`src/rtl/memory_access_if.sv`:
```
// Shared pipeline-state types and the data-memory port bundle for the memory stage.
package Mem_pkg;

  typedef enum logic [1:0] {
    MNONE = 2'd0,
    LOAD  = 2'd1,
    STORE = 2'd2
  } mem_op_e;

  typedef enum logic [1:0] {
    WbNone = 2'd0,
    WbAlu  = 2'd1,
    WbLoad = 2'd2,
    WbPc   = 2'd3
  } wb_op_e;

  typedef struct packed {
    logic        valid;
    logic [31:0] pc;
    logic [4:0]  rd;
    logic [2:0]  funct3;
    wb_op_e      wb_op;
    mem_op_e     mem_op;
  } state_t;

endpackage

// Valid/ready data-memory port: request channel plus load-response channel.
interface memory_access_if;
  logic        dmem_req_valid_out;
  logic        dmem_req_ready_in;
  logic [31:0] dmem_addr_out;
  logic        dmem_write_out;
  logic [31:0] dmem_wdata_out;
  logic [3:0]  dmem_wmask_out;
  logic        dmem_resp_valid_in;
  logic [31:0] dmem_rdata_in;

  modport master (
    output dmem_req_valid_out, dmem_addr_out, dmem_write_out, dmem_wdata_out, dmem_wmask_out,
    input  dmem_req_ready_in, dmem_resp_valid_in, dmem_rdata_in
  );

  modport slave (
    input  dmem_req_valid_out, dmem_addr_out, dmem_write_out, dmem_wdata_out, dmem_wmask_out,
    output dmem_req_ready_in, dmem_resp_valid_in, dmem_rdata_in
  );
endinterface

```
`src/rtl/memory_access.sv`:
```
// Memory pipeline stage: issues loads/stores over a valid/ready port, stalls upstream while
// an access is in flight and registers state, ALU result and right-aligned load data.
module memory_access
  import Mem_pkg::*;
(
  input  logic                   clk,
  input  logic                   reset,
  input  state_t                 state_in,
  input  logic [31:0]            alu_result_in,
  input  logic [31:0]            store_data_in,
  output logic                   stall_out,
  memory_access_if.master        dmem,
  output state_t                 state_out,
  output logic [31:0]            alu_result_out,
  output logic [31:0]            mem_data_out,
  output logic                   misalign_out
);

  typedef enum logic [1:0] {StIdle, StReq, StWait} fsm_e;

  fsm_e        fsm_q, fsm_d;
  state_t      lat_state_q, lat_state_d;
  logic [31:0] lat_addr_q, lat_addr_d;
  logic [31:0] lat_sd_q, lat_sd_d;
  state_t      state_out_q, state_out_d;
  logic [31:0] alu_out_q, alu_out_d;
  logic [31:0] mem_data_q, mem_data_d;
  logic        misalign_q, misalign_d;

  logic        in_misaligned;
  logic [4:0]  rd_shamt;

  // Halfword needs addr[0]==0, word needs addr[1:0]==0; bytes are always aligned.
  always_comb begin
    in_misaligned = 1'b0;
    if (state_in.funct3[1:0] == 2'd1) begin
      in_misaligned = alu_result_in[0];
    end else if (state_in.funct3[1:0] == 2'd2) begin
      in_misaligned = (alu_result_in[1:0] != 2'b00);
    end
  end

  assign rd_shamt = {lat_addr_q[1:0], 3'b000};

  // State register and pipeline output registers.
  always_ff @(posedge clk) begin
    if (!reset) begin
      fsm_q       <= StIdle;
      lat_state_q <= '0;
      lat_addr_q  <= '0;
      lat_sd_q    <= '0;
      state_out_q <= '0;
      alu_out_q   <= '0;
      mem_data_q  <= '0;
      misalign_q  <= 1'b0;
    end else begin
      fsm_q       <= fsm_d;
      lat_state_q <= lat_state_d;
      lat_addr_q  <= lat_addr_d;
      lat_sd_q    <= lat_sd_d;
      state_out_q <= state_out_d;
      alu_out_q   <= alu_out_d;
      mem_data_q  <= mem_data_d;
      misalign_q  <= misalign_d;
    end
  end

  // Next-state logic; the default output is a bubble (all-zero state).
  always_comb begin
    fsm_d       = fsm_q;
    lat_state_d = lat_state_q;
    lat_addr_d  = lat_addr_q;
    lat_sd_d    = lat_sd_q;
    state_out_d = '0;
    alu_out_d   = alu_out_q;
    mem_data_d  = mem_data_q;
    misalign_d  = 1'b0;
    unique case (fsm_q)
      StIdle: begin
        if (state_in.valid) begin
          if (state_in.mem_op == MNONE) begin
            state_out_d = state_in;
            alu_out_d   = alu_result_in;
            mem_data_d  = '0;
          end else if (in_misaligned) begin
            // Killed access: pass the state along invalidated and flag it.
            state_out_d       = state_in;
            state_out_d.valid = 1'b0;
            misalign_d        = 1'b1;
          end else begin
            lat_state_d = state_in;
            lat_addr_d  = alu_result_in;
            lat_sd_d    = store_data_in;
            fsm_d       = StReq;
          end
        end
      end
      StReq: begin
        if (dmem.dmem_req_ready_in) begin
          if (lat_state_q.mem_op == STORE) begin
            state_out_d       = lat_state_q;
            state_out_d.valid = 1'b1;
            alu_out_d         = lat_addr_q;
            mem_data_d        = '0;
            fsm_d             = StIdle;
          end else begin
            fsm_d = StWait;
          end
        end
      end
      StWait: begin
        if (dmem.dmem_resp_valid_in) begin
          state_out_d       = lat_state_q;
          state_out_d.valid = 1'b1;
          alu_out_d         = lat_addr_q;
          mem_data_d        = dmem.dmem_rdata_in >> rd_shamt;
          fsm_d             = StIdle;
        end
      end
      default: fsm_d = StIdle;
    endcase
  end

  // Store lane steering from the latched address and access size.
  always_comb begin
    dmem.dmem_wmask_out = 4'b0000;
    dmem.dmem_wdata_out = lat_sd_q;
    if (lat_state_q.mem_op == STORE) begin
      case (lat_state_q.funct3[1:0])
        2'd0: begin
          dmem.dmem_wmask_out = 4'b0001 << lat_addr_q[1:0];
          dmem.dmem_wdata_out = {4{lat_sd_q[7:0]}};
        end
        2'd1: begin
          dmem.dmem_wmask_out = 4'b0011 << lat_addr_q[1:0];
          dmem.dmem_wdata_out = {2{lat_sd_q[15:0]}};
        end
        default: begin
          dmem.dmem_wmask_out = 4'b1111;
          dmem.dmem_wdata_out = lat_sd_q;
        end
      endcase
    end
  end

  assign stall_out               = (fsm_q != StIdle);
  assign dmem.dmem_req_valid_out = (fsm_q == StReq);
  assign dmem.dmem_addr_out      = {lat_addr_q[31:2], 2'b00};
  assign dmem.dmem_write_out     = (lat_state_q.mem_op == STORE);

  assign state_out      = state_out_q;
  assign alu_result_out = alu_out_q;
  assign mem_data_out   = mem_data_q;
  assign misalign_out   = misalign_q;

endmodule
```
`src/flat_wrapper.sv`:
```
// flat-port wrapper written by rule: the top's interface ports become plain ports
module memory_access_flat import Mem_pkg::*;
  (clk, reset, state_in, alu_result_in, store_data_in, stall_out, state_out, alu_result_out, mem_data_out, misalign_out, dmem_dmem_req_valid_out, dmem_dmem_addr_out, dmem_dmem_write_out, dmem_dmem_wdata_out, dmem_dmem_wmask_out, dmem_dmem_req_ready_in, dmem_dmem_resp_valid_in, dmem_dmem_rdata_in);
  memory_access_if dmem_i ();
  input  logic clk;
  input  logic reset;
  input  state_t state_in;
  input  logic [31:0] alu_result_in;
  input  logic [31:0] store_data_in;
  output logic stall_out;
  output state_t state_out;
  output logic [31:0] alu_result_out;
  output logic [31:0] mem_data_out;
  output logic misalign_out;
  output wire logic [$bits(dmem_i.dmem_req_valid_out)-1:0] dmem_dmem_req_valid_out;
  output wire logic [$bits(dmem_i.dmem_addr_out)-1:0] dmem_dmem_addr_out;
  output wire logic [$bits(dmem_i.dmem_write_out)-1:0] dmem_dmem_write_out;
  output wire logic [$bits(dmem_i.dmem_wdata_out)-1:0] dmem_dmem_wdata_out;
  output wire logic [$bits(dmem_i.dmem_wmask_out)-1:0] dmem_dmem_wmask_out;
  input wire logic [$bits(dmem_i.dmem_req_ready_in)-1:0] dmem_dmem_req_ready_in;
  input wire logic [$bits(dmem_i.dmem_resp_valid_in)-1:0] dmem_dmem_resp_valid_in;
  input wire logic [$bits(dmem_i.dmem_rdata_in)-1:0] dmem_dmem_rdata_in;
  assign dmem_dmem_req_valid_out = dmem_i.dmem_req_valid_out;
  assign dmem_dmem_addr_out = dmem_i.dmem_addr_out;
  assign dmem_dmem_write_out = dmem_i.dmem_write_out;
  assign dmem_dmem_wdata_out = dmem_i.dmem_wdata_out;
  assign dmem_dmem_wmask_out = dmem_i.dmem_wmask_out;
  assign dmem_i.dmem_req_ready_in = dmem_dmem_req_ready_in;
  assign dmem_i.dmem_resp_valid_in = dmem_dmem_resp_valid_in;
  assign dmem_i.dmem_rdata_in = dmem_dmem_rdata_in;
  memory_access u_core (.clk(clk), .reset(reset), .state_in(state_in), .alu_result_in(alu_result_in), .store_data_in(store_data_in), .stall_out(stall_out), .dmem(dmem_i), .state_out(state_out), .alu_result_out(alu_result_out), .mem_data_out(mem_data_out), .misalign_out(misalign_out));
endmodule
```
`config.mk`:
```
export PLATFORM = sky130hd
export DESIGN_NAME = memory_access_flat
export DESIGN_NICKNAME = d
export VERILOG_FILES = /design/src/rtl/memory_access_if.sv /design/src/rtl/memory_access.sv /design/src/flat_wrapper.sv
export SDC_FILE = /design/constraint.sdc
export NUM_CORES = 1
export LEC_CHECK = 0
export CORE_ASPECT_RATIO = 0.5
export CORE_MARGIN = 2
export CORE_UTILIZATION = 49
export CTS_CLUSTER_SIZE = 10
export DETAILED_ROUTE_END_ITERATION = 7
export GPL_ROUTABILITY_DRIVEN = 0
export MAX_ROUTING_LAYER = met4
export PLACE_DENSITY = 0.91
export REMOVE_ABC_BUFFERS = 1
export SLEW_MARGIN = 20
export SYNTH_ARGS = -nofsm -noshare
export SYNTH_HDL_FRONTEND = slang
export SYNTH_SLANG_ARGS = --single-unit
export TNS_END_PERCENT = 50
```
`constraint.sdc`:
```
create_clock -name clk -period 3.7 [get_ports clk]
set_input_delay 1.11 -clock clk [delete_from_list [all_inputs] [get_ports clk]]
set_output_delay 1.11 -clock clk [all_outputs]
set_load 0.02 [all_outputs]
```
==> results by group <==
Clocking
  – Cts bufs inserted: 25
  – Clock Tree Root: clkbuf_16
  – Post-CTS setup buffer count: 0
  – Clock Latency Late Sink: slightly above 500 ps
  – Maximum buffer depth of the clock tree: 3
  – Reg clk slew, reported paths: 50 ps
  – Cts repair resizes: 0
  – Clock sink count: 220
  – CTS tree: done
  – Hold bufs inserted after CTS: 0
  – H-tree levels: 1

Synthesis
  – Syn Inst Count: between 1,000 and 1,500
  – Cell Area, Synth: 0.00945 mm2
  – Syn. warnings: 0
  – Post-synthesis async set-or-reset flop share: 0%
  – Synth Flop Type: dfxtp_1
  – Sequential fraction of the synthesis area: 46.6%
  – Distinct cells, synth: 40
  – Post-synth top area cell: dfxtp_1
  – Top-area cell type share of the netlist area: between 40% and 50%
  – Area contributors post-synth: dfxtp_1 (47%), a21oi_1 (9.3%), nand2_1 (8.9%), mux2i_1 (7.7%), a32oi_1 (4.2%)
  – Synth top cells by count: nand2_1 (224), dfxtp_1 (220), a21oi_1 (176)
  – Cell with the most instances after synthesis: nand2_1
  – Synth Register Bits: 220
  – Synthesized area per cell: 8.45 um2
  – Post-synth EDFFs: 0

Layout
  – N_diodes: 0
  – Final design area excluding fillers: 0.0133 mm2
  – Multi-input gate area: between 0.004 and 0.005 mm2
  – Sequential cell area: 0.00440 mm2
  – Fin util: 71.0%
  – Post-layout instance count excluding filler cells: 1,611
  – Area Growth Syn to Fin: 40.2%
  – Post-layout nets: 1,503
  – FILL cells: 1,336
  – Layout cells sized above 1: under 10%

Route
  – Avg Vias per Cell: 5.80
  – Drt pass-1 iters: 5
  – DR WL/cell: 18.8 um
  – # DRC: 0
  – DRT iter0 DRCs: around 800
  – Antenna-violating nets left: 0
  – Total wire length: roughly 30,000 um
  – Total number of vias: 9,343

STA
  – Post-route setup slack: 127 ps
  – Final period util: 96.6%
  – Final Skew: 8.86 ps
  – Least-Margin Pin Slew: 1020 ps
  – Max-slew violations: 0
  – Slew headroom: 31.9%
  – Final setup fails: 0
  – Hold Vio Cnt, Final: 0
  – Unrepaired setup endpoints after global routing: false
  – Fmax: 0.280 GHz
  – Minimum clock period: 3570 ps

Placed design
  – Dpl hpwl: 20,600 um
  – Placed Cells incl. Taps: roughly 1,600
  – Post-DP Area: 0.0126 mm2
  – IO buf count: 323
  – Post-Place Setup Slack: 393 ps

Critical path
  – CP max stage delay: 540 ps
  – CP arrival: ~2500 ps
  – Startpoint types: flop
  – Crit-path cells: nand2b_1 -> nor2_1 -> buf_4 -> mux2_2 -> clkdlybuf4s50_1
  – CP Class: reg -> out
  – Slowest cell on crit path: clkdlybuf4s50_1
  – Worst Setup SP: u_core.lat_state_q[0]$_SDFFE_PN0P_
  – Worst Path Max Fanout: 24
  – CP endpoint kind: output pin
  – Required time worst endpoint: 2590 ps
  – Reg2reg start: u_core.fsm_q[0]$_SDFFE_PN0P_

Power
  – Clock network fraction of total power: 32.2%
  – Peak VDD IR: approximately 360 uV
  – P_leak: 4.55 nW
  – Power, Total: 6.40 mW
  – Switching share of power: 30.4%
  – Power per cell area: 483 mW/mm2
  – Internal Power: 4.46 mW
  – Reg power frac: 41.5%
  – Switching pwr: 1.94 mW
  – Combinational power share: 26.3%

Global routing
  – GRT overflow: 0
  – GRT Overall Usage: around 29%
  – Vias in the first global route: around 9,000
  – Largest net degree at the start of global routing: 90
  – Global-route wire length before repair: about 46,000 um
  – Initial antenna violation count: 0

Worst hold path
  – Hold Path Class: reg -> reg
  – HP Start: u_core.lat_state_q[21]$_SDFFE_PN0P_

Floorplanning
  – Die Wd: approximately 200 um
  – Die area: 0.0205 mm2
  – Die height: 102 um
  – Starting Density: 50.7%
  – IO Pins: 326
  – Std cell rows: 35
  – Core area: around 0.019 mm2

Run
  – Max_cap viols: 0

Outcome
  – Status: completed
layout make-up:
cell class,instances,area share (%)
Clock inverter,1,0.0661
Tap cell,259,2.45
Sequential cell,220,33.2
Inverter,8,0.245
Multi-Input combinational cell,747,32.8
Timing Repair Buffer,351,26.5
Clock buffer,25,4.72
cells in the final DEF, fill, tap and decap left out, types with 2 or more instances in the layout:
cell type,instances
nand4_1,16
buf_4,23
nand2b_1,3
buf_12,5
dfxtp_1,220
mux2i_1,73
a32oi_1,45
nand2_1,224
o22ai_1,8
clkbuf_16,25
a211oi_1,32
o21ai_0,38
ha_1,4
nand3b_1,10
inv_1,7
conb_1,2
nor2_1,61
nand3_1,11
clkdlybuf4s50_1,323
a21oi_1,176
or4_1,8
mux2_2,17
through the flow:
stage / hold WS [ps] / setup TNS [ps]
4_1_cts: 453 / 0
5_1_grt: 474 / 0
3_5_place_dp: 446 / 0
2_1_floorplan: 434 / -161820
6_report: 452 / 0
3_3_place_gp: 440 / 0
kinds of logic (layout without fill, tap and decap cells):
group	Yosys count	in the layout	share of synthesized area (%)
AOI/OAI and AO/OA	310	310	19.7
xor gates and xnor gates	1	1	0.0927
adders and majority gates	5	5	0.662
buffers and inverters	153	385	8.17
DFF	220	220	46.6
muxes	90	90	9.76
other	1	2	0.0397
and+or+nand+nor	339	339	15.0
flip-flops by register name, summed over array words and instances (netlist names):
register               flops
u_core.state_out          45
u_core.lat_state_q        44
u_core.alu_result_out     32
u_core.lat_addr_q         32
u_core.lat_sd_q           32
u_core.mem_data_out       32
u_core.fsm_q               2
u_core.misalign_out        1
power by group through the flow:
| stage | sequential (mW) | combinational [mW] | clock, mW |
|---|---|---|---|
| floorplan | 2.84 | 0.718 | 0 |
| global placement | 2.69 | 1.60 | 0 |
| detailed placement | 2.70 | 1.66 | 0 |
| CTS | 2.65 | 1.66 | 2.09 |
| global route | 2.67 | 1.79 | 2.19 |
| finish | 2.66 | 1.68 | 2.06 |
path summary, 6_finish.rpt:
kind,to,slack [ps],cells past startpoint
max reg2reg,u_core.alu_result_out[28]$_SDFFE_PN0P_,1330,8
min reg2reg,u_core.lat_state_q[21]$_SDFFE_PN0P_,450,2
min,u_core.lat_state_q[21]$_SDFFE_PN0P_,450,2
max,dmem_dmem_wdata_out[20],130,5
worst max-delay path, delay by kind of cell (launching register included):
kind | cells | cell delay, ps
flops | 1 | 330
mux | 1 | 370
simple gates | 2 | 420
buf+inv | 2 | 830
per-layer routing:
layer / part of all wire [%] / track usage (%)
met5: 0 / -
met2: 50 / 50.3
met4: 5.2 / 14.8
met3: 5.4 / 4.08
met1: 39 / 32.7
No activity file was read; power rests on OpenSTA's default activity.
